### src/rtl/masked_gf256_mult_pipe.sv
// Boolean-masked GF(2^8) multiplier/squarer (AES field), two-stage pipeline with
// valid/ready handshakes: S1 registers all cross terms, S2 registers compressed shares.
module masked_gf256_mult_pipe #(
   parameter  int NSHARES = 2,
   localparam int NR      = NSHARES * (NSHARES - 1) / 2
) (
   input  logic                 clk,
   input  logic                 rst,
   input  logic                 in_valid,
   output logic                 in_ready,
   input  logic                 sq_mode,
   input  logic [8*NSHARES-1:0] a_sh,
   input  logic [8*NSHARES-1:0] b_sh,
   input  logic [8*NR-1:0]      rnd,
   input  logic                 rnd_valid,
   output logic                 rnd_ack,
   output logic                 out_valid,
   input  logic                 out_ready,
   output logic [8*NSHARES-1:0] y_sh
);

   localparam int NT = NSHARES * NSHARES;

   // Polynomial multiply to 15 bits, then fold the high bits back with 0x11B.
   function automatic logic [7:0] gf_mul(input logic [7:0] x, input logic [7:0] y);
      logic [14:0] p;
      p = '0;
      for (int i = 0; i < 8; i++) begin
         if (y[i]) p = p ^ (15'(x) << i);
      end
      for (int i = 14; i >= 8; i--) begin
         if (p[i]) p = p ^ (15'(9'h11B) << (i - 8));
      end
      return p[7:0];
   endfunction

   // Word index of the random byte shared by pair (i,j), i<j, in lexicographic order.
   function automatic int rnd_index(input int i, input int j);
      return i * (NSHARES - 1) - (i * (i - 1)) / 2 + (j - i - 1);
   endfunction

   logic             s1_valid;
   logic [7:0]       t_q    [NT];
   logic [7:0]       term_d [NT];
   logic [8*NSHARES-1:0] y_d;
   logic             s1_adv;
   logic             s2_adv;
   logic             accept;

   assign s2_adv   = !out_valid || out_ready;
   assign s1_adv   = !s1_valid || s2_adv;
   assign in_ready = s1_adv;
   assign accept   = in_valid && in_ready && (sq_mode || rnd_valid);
   assign rnd_ack  = accept && !sq_mode;

   for (genvar i = 0; i < NSHARES; i++) begin : g_row
      for (genvar j = 0; j < NSHARES; j++) begin : g_col
         if (i == j) begin : g_diag
            assign term_d[i*NSHARES+j] =
               gf_mul(a_sh[8*i +: 8], sq_mode ? a_sh[8*i +: 8] : b_sh[8*i +: 8]);
         end else begin : g_cross
            // Both halves of a symmetric pair are masked by the same random byte,
            // so it cancels only when the two output shares are combined.
            localparam int K = rnd_index((i < j) ? i : j, (i < j) ? j : i);
            assign term_d[i*NSHARES+j] = sq_mode ? 8'h00 :
               (gf_mul(a_sh[8*i +: 8], b_sh[8*j +: 8]) ^ rnd[8*K +: 8]);
         end
      end
   end

   // Compression reads registered terms only, never live input shares.
   always_comb begin
      y_d = '0;
      for (int i = 0; i < NSHARES; i++) begin
         for (int j = 0; j < NSHARES; j++) begin
            y_d[8*i +: 8] = y_d[8*i +: 8] ^ t_q[i*NSHARES+j];
         end
      end
   end

   // NOTE: the term array is reset element by element so no share residue
   // survives a reset; this is a register bank, not a RAM, so that is cheap.
   always_ff @(posedge clk or posedge rst) begin
      if (rst) begin
         s1_valid <= 1'b0;
         for (int k = 0; k < NT; k++) t_q[k] <= '0;
      end else if (s1_adv) begin
         s1_valid <= accept;
         for (int k = 0; k < NT; k++) t_q[k] <= accept ? term_d[k] : 8'h00;
      end
   end

   always_ff @(posedge clk or posedge rst) begin
      if (rst) begin
         out_valid <= 1'b0;
         y_sh      <= '0;
      end else if (s2_adv) begin
         out_valid <= s1_valid;
         y_sh      <= s1_valid ? y_d : '0;
      end
   end

endmodule

### config.mk
export PLATFORM = sky130hd
export DESIGN_NAME = masked_gf256_mult_pipe
export DESIGN_NICKNAME = d
export VERILOG_FILES = /design/src/rtl/masked_gf256_mult_pipe.sv
export SDC_FILE = /design/constraint.sdc
export NUM_CORES = 1
export LEC_CHECK = 0
export BUFFER_PORTS_ARGS = -buffer_cell sky130_fd_sc_hd__buf_2
export CORE_UTILIZATION = 50
export DETAILED_ROUTE_END_ITERATION = 8
export PLACE_DENSITY = 0.77
export SYNTH_ARGS = -nofsm -noshare
export SYNTH_HDL_FRONTEND = slang
export SYNTH_SLANG_ARGS = --single-unit
### constraint.sdc
create_clock -name clk -period 1.8 [get_ports clk]
set_input_delay 0.09 -clock clk [delete_from_list [all_inputs] [get_ports clk]]
set_output_delay 0.09 -clock clk [all_outputs]
set_load 0.1 [all_outputs]
# == After elaboration in Yosys (flattened, before gate mapping) ==
# Cells that the tools add are included.
# word_totals
register_bits,50
latch_bits,0
ram_bits,0
romBits,0
out_inout_bits,19
word_cells,145
mem_count,0
# op_classes
addsub,0
n_mul,0
div_mod_pow,0
n_lt_le_gt_ge,0
eq_ne,0
shifts,0
n_mux,69
bitwise_logic,60
reduce_logical,9
# op_table
operator,n
$mux W15,28
$mux W8,16
$not A4 Y4,28
$xor A15 B10 Y15,4
$xor A15 B11 Y15,4
$xor A15 B12 Y15,4
$xor A15 B13 Y15,4
$xor A15 B14 Y15,4
$xor A15 B15 Y15,4
$xor A15 B9 Y15,3
$mux W11,4
$mux W10,4
$mux W9,4
$xor A8 B8 Y8,4
$mux W7,4
$mux W6,4
$mux W5,4
$mux W16,1
$xor A8 B9 Y9,1
$logic_and A1 B1 Y1,3
$logic_not A1 Y1,3
$logic_or A1 B1 Y1,3

# == Depth between registers and ports, before layout ==
# depth
depth_word,32
mapped_depth,11
mapped_depth_nobuf,8

# == Least setup slack after synthesis ==
# Ideal clock, no wire load.
# synth_timing
kind,flip-flop to flip-flop
from,register out_valid
to,register s1_valid
t_arrival_ns,2.705
required_time_ns,1.720
setup_slack_ns,-0.985
stages_incl_launch_ff,8
n_path_buf,3
period_less_slack_ns,2.785
path_cell_list,dfrtp_1 > nor2b_1 > clkbuf_1 > and2_1 > clkbuf_1 > buf_1 > inv_1 > nand2_1
# synth_between
elab_chain_len,5
# synth_lines
item,line_no,text
start: declaration,17,"output logic out_valid,"
start signal: assignment,98,out_valid <= s1_valid;
$logic_not A1 Y1 *,50,assign s2_adv = !out_valid || out_ready;
$logic_or A1 B1 Y1 *,50,
$logic_or A1 B1 Y1 *,51,assign s1_adv = !s1_valid || s2_adv;
net in_ready,10,"output logic in_ready,"
$logic_and A1 B1 Y1 (2 in a row),53,assign accept = in_valid && in_ready && (sq_mode || rnd_valid);
end signal: assignment,88,s1_valid <= accept;
end: declaration,42,logic s1_valid;
# Mark *: on every way through the listed nets, which the timed path passes. The rest lies on a longest branch.
# A chain may end at the register's enable or synchronous reset.

# == Final worst setup path ==
# layout_timing
from,input a_sh[7]
to,register t_q[25] (netlist name)
# layout_between
elab_chain_len,21
word_cells_on_any_way,28
cone_classes,16 x mux; 12 x bitwise
# layout_lines
item,line_no,text
start: declaration,12,"input logic [8*NSHARES-1:0] a_sh,"
$xor A8 B9 Y9,29,if (y[i]) p = p ^ (15'(x) << i);
$mux W15,29,
$xor A15 B10 Y15,29,
$mux W15,29,
$xor A15 B11 Y15,29,
$mux W15,29,
$xor A15 B12 Y15,29,
$mux W15,29,
[5 not listed],n/a,
$mux W15 *,29,
$mux W11,32,if (p[i]) p = p ^ (15'(9'h11B) << (i - 8));
$not A4 Y4 (no line),n/a,
$mux W10,32,
$not A4 Y4 (no line),n/a,
$mux W9,32,
$mux W5 *,32,
$mux W8 *,89,for (int k = 0; k < NT; k++) t_q[k] <= accept ? term_d[k] : 8'h00;
end: declaration,43,logic [7:0] t_q [NT];
# Every way passes the cells marked *; elsewhere a longest branch is shown, timed or not.

==> impl_metrics.prom <==
# TYPE chip_impl_metric gauge
chip_impl_info{name="run_status",value="finished with violations"} 1
chip_impl_info{name="failed_checks",value="setup timing"} 1
chip_impl_metric{name="final-seq-area",unit="um^2"} 1252
chip_impl_metric{name="syn_to_final_growth",unit="%"} 32.80
chip_impl_metric{name="synth_top_cell_area_share",unit="%"} 26.26
chip_impl_metric{name="grt_usage",unit="%"} 27.07
chip_impl_metric{name="timing.critical_path.fanout_max",unit=""} 15
chip_impl_metric{name="grt_start_max_net_pins",unit=""} 24
chip_impl_metric{name="dr_total_vias",unit=""} 6957
chip_impl_metric{name="drt_wl_total",unit="um"} 19980
chip_impl_metric{name="maxSlewViolCount",unit=""} 0
chip_impl_metric{name="finalWorstSetupSlack",unit="ps"} -61.19
chip_impl_metric{name="vdd.ir_drop.worst",unit="mV"} 0.4944
chip_impl_metric{name="powerDensity",unit="nW/um^2"} 884.9
chip_impl_metric{name="ys_types",unit=""} 55
chip_impl_metric{name="gp_congestion",unit=""} 0.9000
chip_impl_metric{name="routed_via_density",unit=""} 5.495
chip_impl_info{name="timing.critical_path.to_type",value="register"} 1
chip_impl_metric{name="synth-seq-area-share",unit="%"} 18.12
chip_impl_metric{name="timing.final.hold_violations",unit=""} 0
chip_impl_metric{name="setup_viol",unit=""} 4
chip_impl_metric{name="timing.setup.tns",unit="ps"} -144.6
chip_impl_metric{name="filler_cell_count",unit=""} 1041
chip_impl_info{name="critPathLaunch",value="a_sh[7]"} 1
chip_impl_info{name="yosys_most_used_dff",value="dfrtp_1"} 1
chip_impl_metric{name="critPathRequiredTime",unit="ps"} 1970
chip_impl_metric{name="drt-pass1-iter-count",unit=""} 5
chip_impl_metric{name="drt_iter0_markers",unit=""} 620
chip_impl_info{name="cts_tree",value="built"} 1
chip_impl_metric{name="multiInputGateArea",unit="um^2"} 5617
chip_impl_metric{name="timing.reg2reg.setup_slack",unit="ps"} 310
chip_impl_metric{name="diodes",unit=""} 0
chip_impl_metric{name="die_width",unit="um"} 119.5
chip_impl_metric{name="clk_pin_slew_worst_paths",unit="ps"} 70
chip_impl_metric{name="maxSlewHeadroom",unit="%"} 67.93
chip_impl_metric{name="cts_max_level",unit=""} 2
chip_impl_metric{name="cts.sinks",unit=""} 50
chip_impl_info{name="start_kind",value="primary input"} 1
chip_impl_metric{name="synthesis.nets",unit=""} 979
chip_impl_metric{name="tightest_pin_transition",unit="ps"} 484.3
chip_impl_metric{name="grt_pass1_vias",unit=""} 6266
chip_impl_info{name="layout_commonest_cell",value="nand2_1"} 1
chip_impl_metric{name="netlist_area",unit="um^2"} 6904
chip_impl_metric{name="routed_wl_per_cell",unit="um"} 15.78
chip_impl_metric{name="gate_count_of_the_mapped_netlist",unit=""} 933
chip_impl_metric{name="cts_buffers",unit=""} 5
chip_impl_info{name="synth.top_cells.by_area",value="xnor2_1, dfrtp_1, nand2_1, xor2_1, a22o_1"} 1
chip_impl_metric{name="die_h",unit="um"} 119.5
chip_impl_metric{name="core",unit="um^2"} 13350
chip_impl_info{name="critical_path.reg2reg.endpoint",value="y_sh[8]$_DFFE_PP0P_"} 1
chip_impl_metric{name="ant_nets",unit=""} 0
chip_impl_metric{name="port_buffers",unit=""} 64
chip_impl_metric{name="globalRouteOverflowTotal",unit=""} 0
chip_impl_metric{name="power.total",unit="mW"} 8.114
chip_impl_metric{name="post-route-drc-count",unit=""} 0
chip_impl_metric{name="yosys_register_bits",unit=""} 50
chip_impl_metric{name="floorplan.initialDensity",unit="%"} 51.72
chip_impl_metric{name="period_needed",unit="ps"} 1861
chip_impl_metric{name="number_of_synthesized_flops_with_an_enable_pin",unit=""} 0
chip_impl_info{name="layout.cells.most_common_list",value="nand2_1, xnor2_1, buf_4"} 1
chip_impl_info{name="timing.critical_path.to",value="t_q[25]$_DFFE_PP0N_"} 1
chip_impl_metric{name="final.period_utilization",unit="%"} 103.4
chip_impl_metric{name="io-pin-count",unit=""} 65
chip_impl_metric{name="die_area",unit="um^2"} 14280
chip_impl_info{name="hp-class",value="primary input to register"} 1
chip_impl_info{name="grt_setup_unrepaired",value="yes"} 1
chip_impl_metric{name="clock_tree.buffer_depth",unit=""} 2
chip_impl_info{name="path_class",value="primary input to register"} 1
chip_impl_metric{name="synthesis.area_per_instance",unit="um^2"} 7.400
chip_impl_metric{name="number_of_nets_in_the_finished_design",unit=""} 1135
chip_impl_metric{name="grt_pass1_wl",unit="um"} 31470
chip_impl_metric{name="worstRegToRegCells",unit=""} 4
chip_impl_metric{name="clock-skew-final",unit="ps"} 4.380
chip_impl_metric{name="insertion_delay",unit="ps"} 280
chip_impl_metric{name="cellLeakagePower",unit="nW"} 4.046
chip_impl_info{name="clk_root_buffer_cell",value="clkbuf_16"} 1
chip_impl_metric{name="max_clock_freq",unit="MHz"} 537.3
chip_impl_metric{name="grt_antenna_before_repair",unit=""} 0
chip_impl_metric{name="drv_cap",unit=""} 0
chip_impl_metric{name="post_route_cells_drive_above_1_share",unit="%"} 30.46
chip_impl_metric{name="floorplan.rows",unit=""} 42
chip_impl_metric{name="crit_arrival",unit="ps"} 2040
chip_impl_info{name="synth_largest_area_cell",value="xnor2_1"} 1
chip_impl_metric{name="synthesis.yosys.warnings",unit=""} 0
chip_impl_metric{name="fraction_of_registers_with_async_set_reset",unit="%"} 100.0
chip_impl_metric{name="post_detailed_placement_half_perimeter_wirelength",unit="um"} 14470
chip_impl_info{name="worst_r2r_startpoint",value="out_valid$_DFFE_PP0P_"} 1
[where the power goes]
part	leakage [nW]	total (mW)	internal [mW]	switching (mW)
Clock	0.0771	1.04	0.656	0.389
Sequential	0.667	1.66	1.43	0.225
Combinational	3.30	5.41	2.48	2.93
Total	4.05	8.11	4.57	3.55
[repair_timing]
action                                 CTS  global route
resized for setup                       35            63
gates cloned                             1             0
setup endpoints to repair               20            27
pin swaps                               20            49
hold buffers                             1             0
buffers inserted                         6            16
endpoints found under the hold margin   21             0
[cells in the mapped netlist (5+ instances only)]
master and n:
nand3_1 10, a22o_1 30, nor2_1 34, nand2_1 242, nand4_1 7, xnor2_1 207
mux2i_1 7, and2_1 5, o31ai_1 11, xor2_1 57, a21oi_1 30, buf_1 17
nand2b_1 9, clkbuf_1 33, dfrtp_1 50, a211oi_1 6, xnor3_1 5, buf_2 28
o21ai_0 46, a21o_1 5, buf_4 10, a22oi_1 12, o211ai_1 5, nor2b_1 13
mux2_2 7
[routing by layer]
metal	up-vias	GRT usage [%]	part of all wire, %	wire, um
li1	3349	-	-	-
met1	3275	37.87	44	8707
met2	295	44.36	48	9552
met3	38	3.517	6.4	1286
met4	0	6.016	2.2	430
met5	-	0	0	0
[layout make-up]
type                       instances  share of cell area [%]
clock buffer                       6                   1.406
clock inverter                     2                  0.4094
inverter                           5                  0.2593
multi-input combinational        786                   61.26
sequential                        50                   13.66
tap                              176                   2.402
timing repair buffer             241                   20.61
[state kept, by name, indices dropped and copies added (netlist names)]
| name | count |
|---|---|
| out_valid | 1 |
| t_q | 32 |
| s1_valid | 1 |
| y_sh | 16 |
[how the worst min path moves through the flow]
stage | depth (start not counted) | startpoint | to | slack (ps)
after global placement | 2 | rst | y_sh[4]$_DFFE_PP0P_ | 120
after CTS | 4 | in_valid | s1_valid$_DFFE_PP0N_ | 220
after global routing | 4 | in_valid | s1_valid$_DFFE_PP0N_ | 260
final | 4 | in_valid | s1_valid$_DFFE_PP0N_ | 240
after detailed placement | 2 | rst | t_q[18]$_DFFE_PP0N_ | 130
after floorplan | 2 | in_valid | s1_valid$_DFFE_PP0N_ | 260
[worst max-delay path: stages]
cell      delay (ps)
buf_2            150
buf_12           160
nor4b_1          350
a221oi_2          80
buf_4            170
xnor2_2          180
xnor3_2          350
xnor2_2          180
xor2_1           150
a22o_1           180
[metrics by stage]
stage	hold WS (ps)	worst slack, ps	utilization (%)	cell area, um^2	cells
finish	241.1	-61.19	68.69	9169	1266
global route	264.3	-166.5	68.69	9169	1266
CTS	220.5	-50.25	65.53	8747	1252
detailed placement	129.0	-397.6	62.64	8361	1237
global placement	122.8	-378.7	62.64	8361	1237
floorplan	262.7	-308.7	-	7139	933
[cells by family after synthesis]
group | Yosys count | synth area share [%]
mux | 14 | 2.157
xor+xnor | 274 | 36.63
compound gates | 169 | 16.56
flops | 50 | 18.12
buf+inv | 97 | 6.759
simple gates | 329 | 19.77
Power figures use the tool's default switching activity.
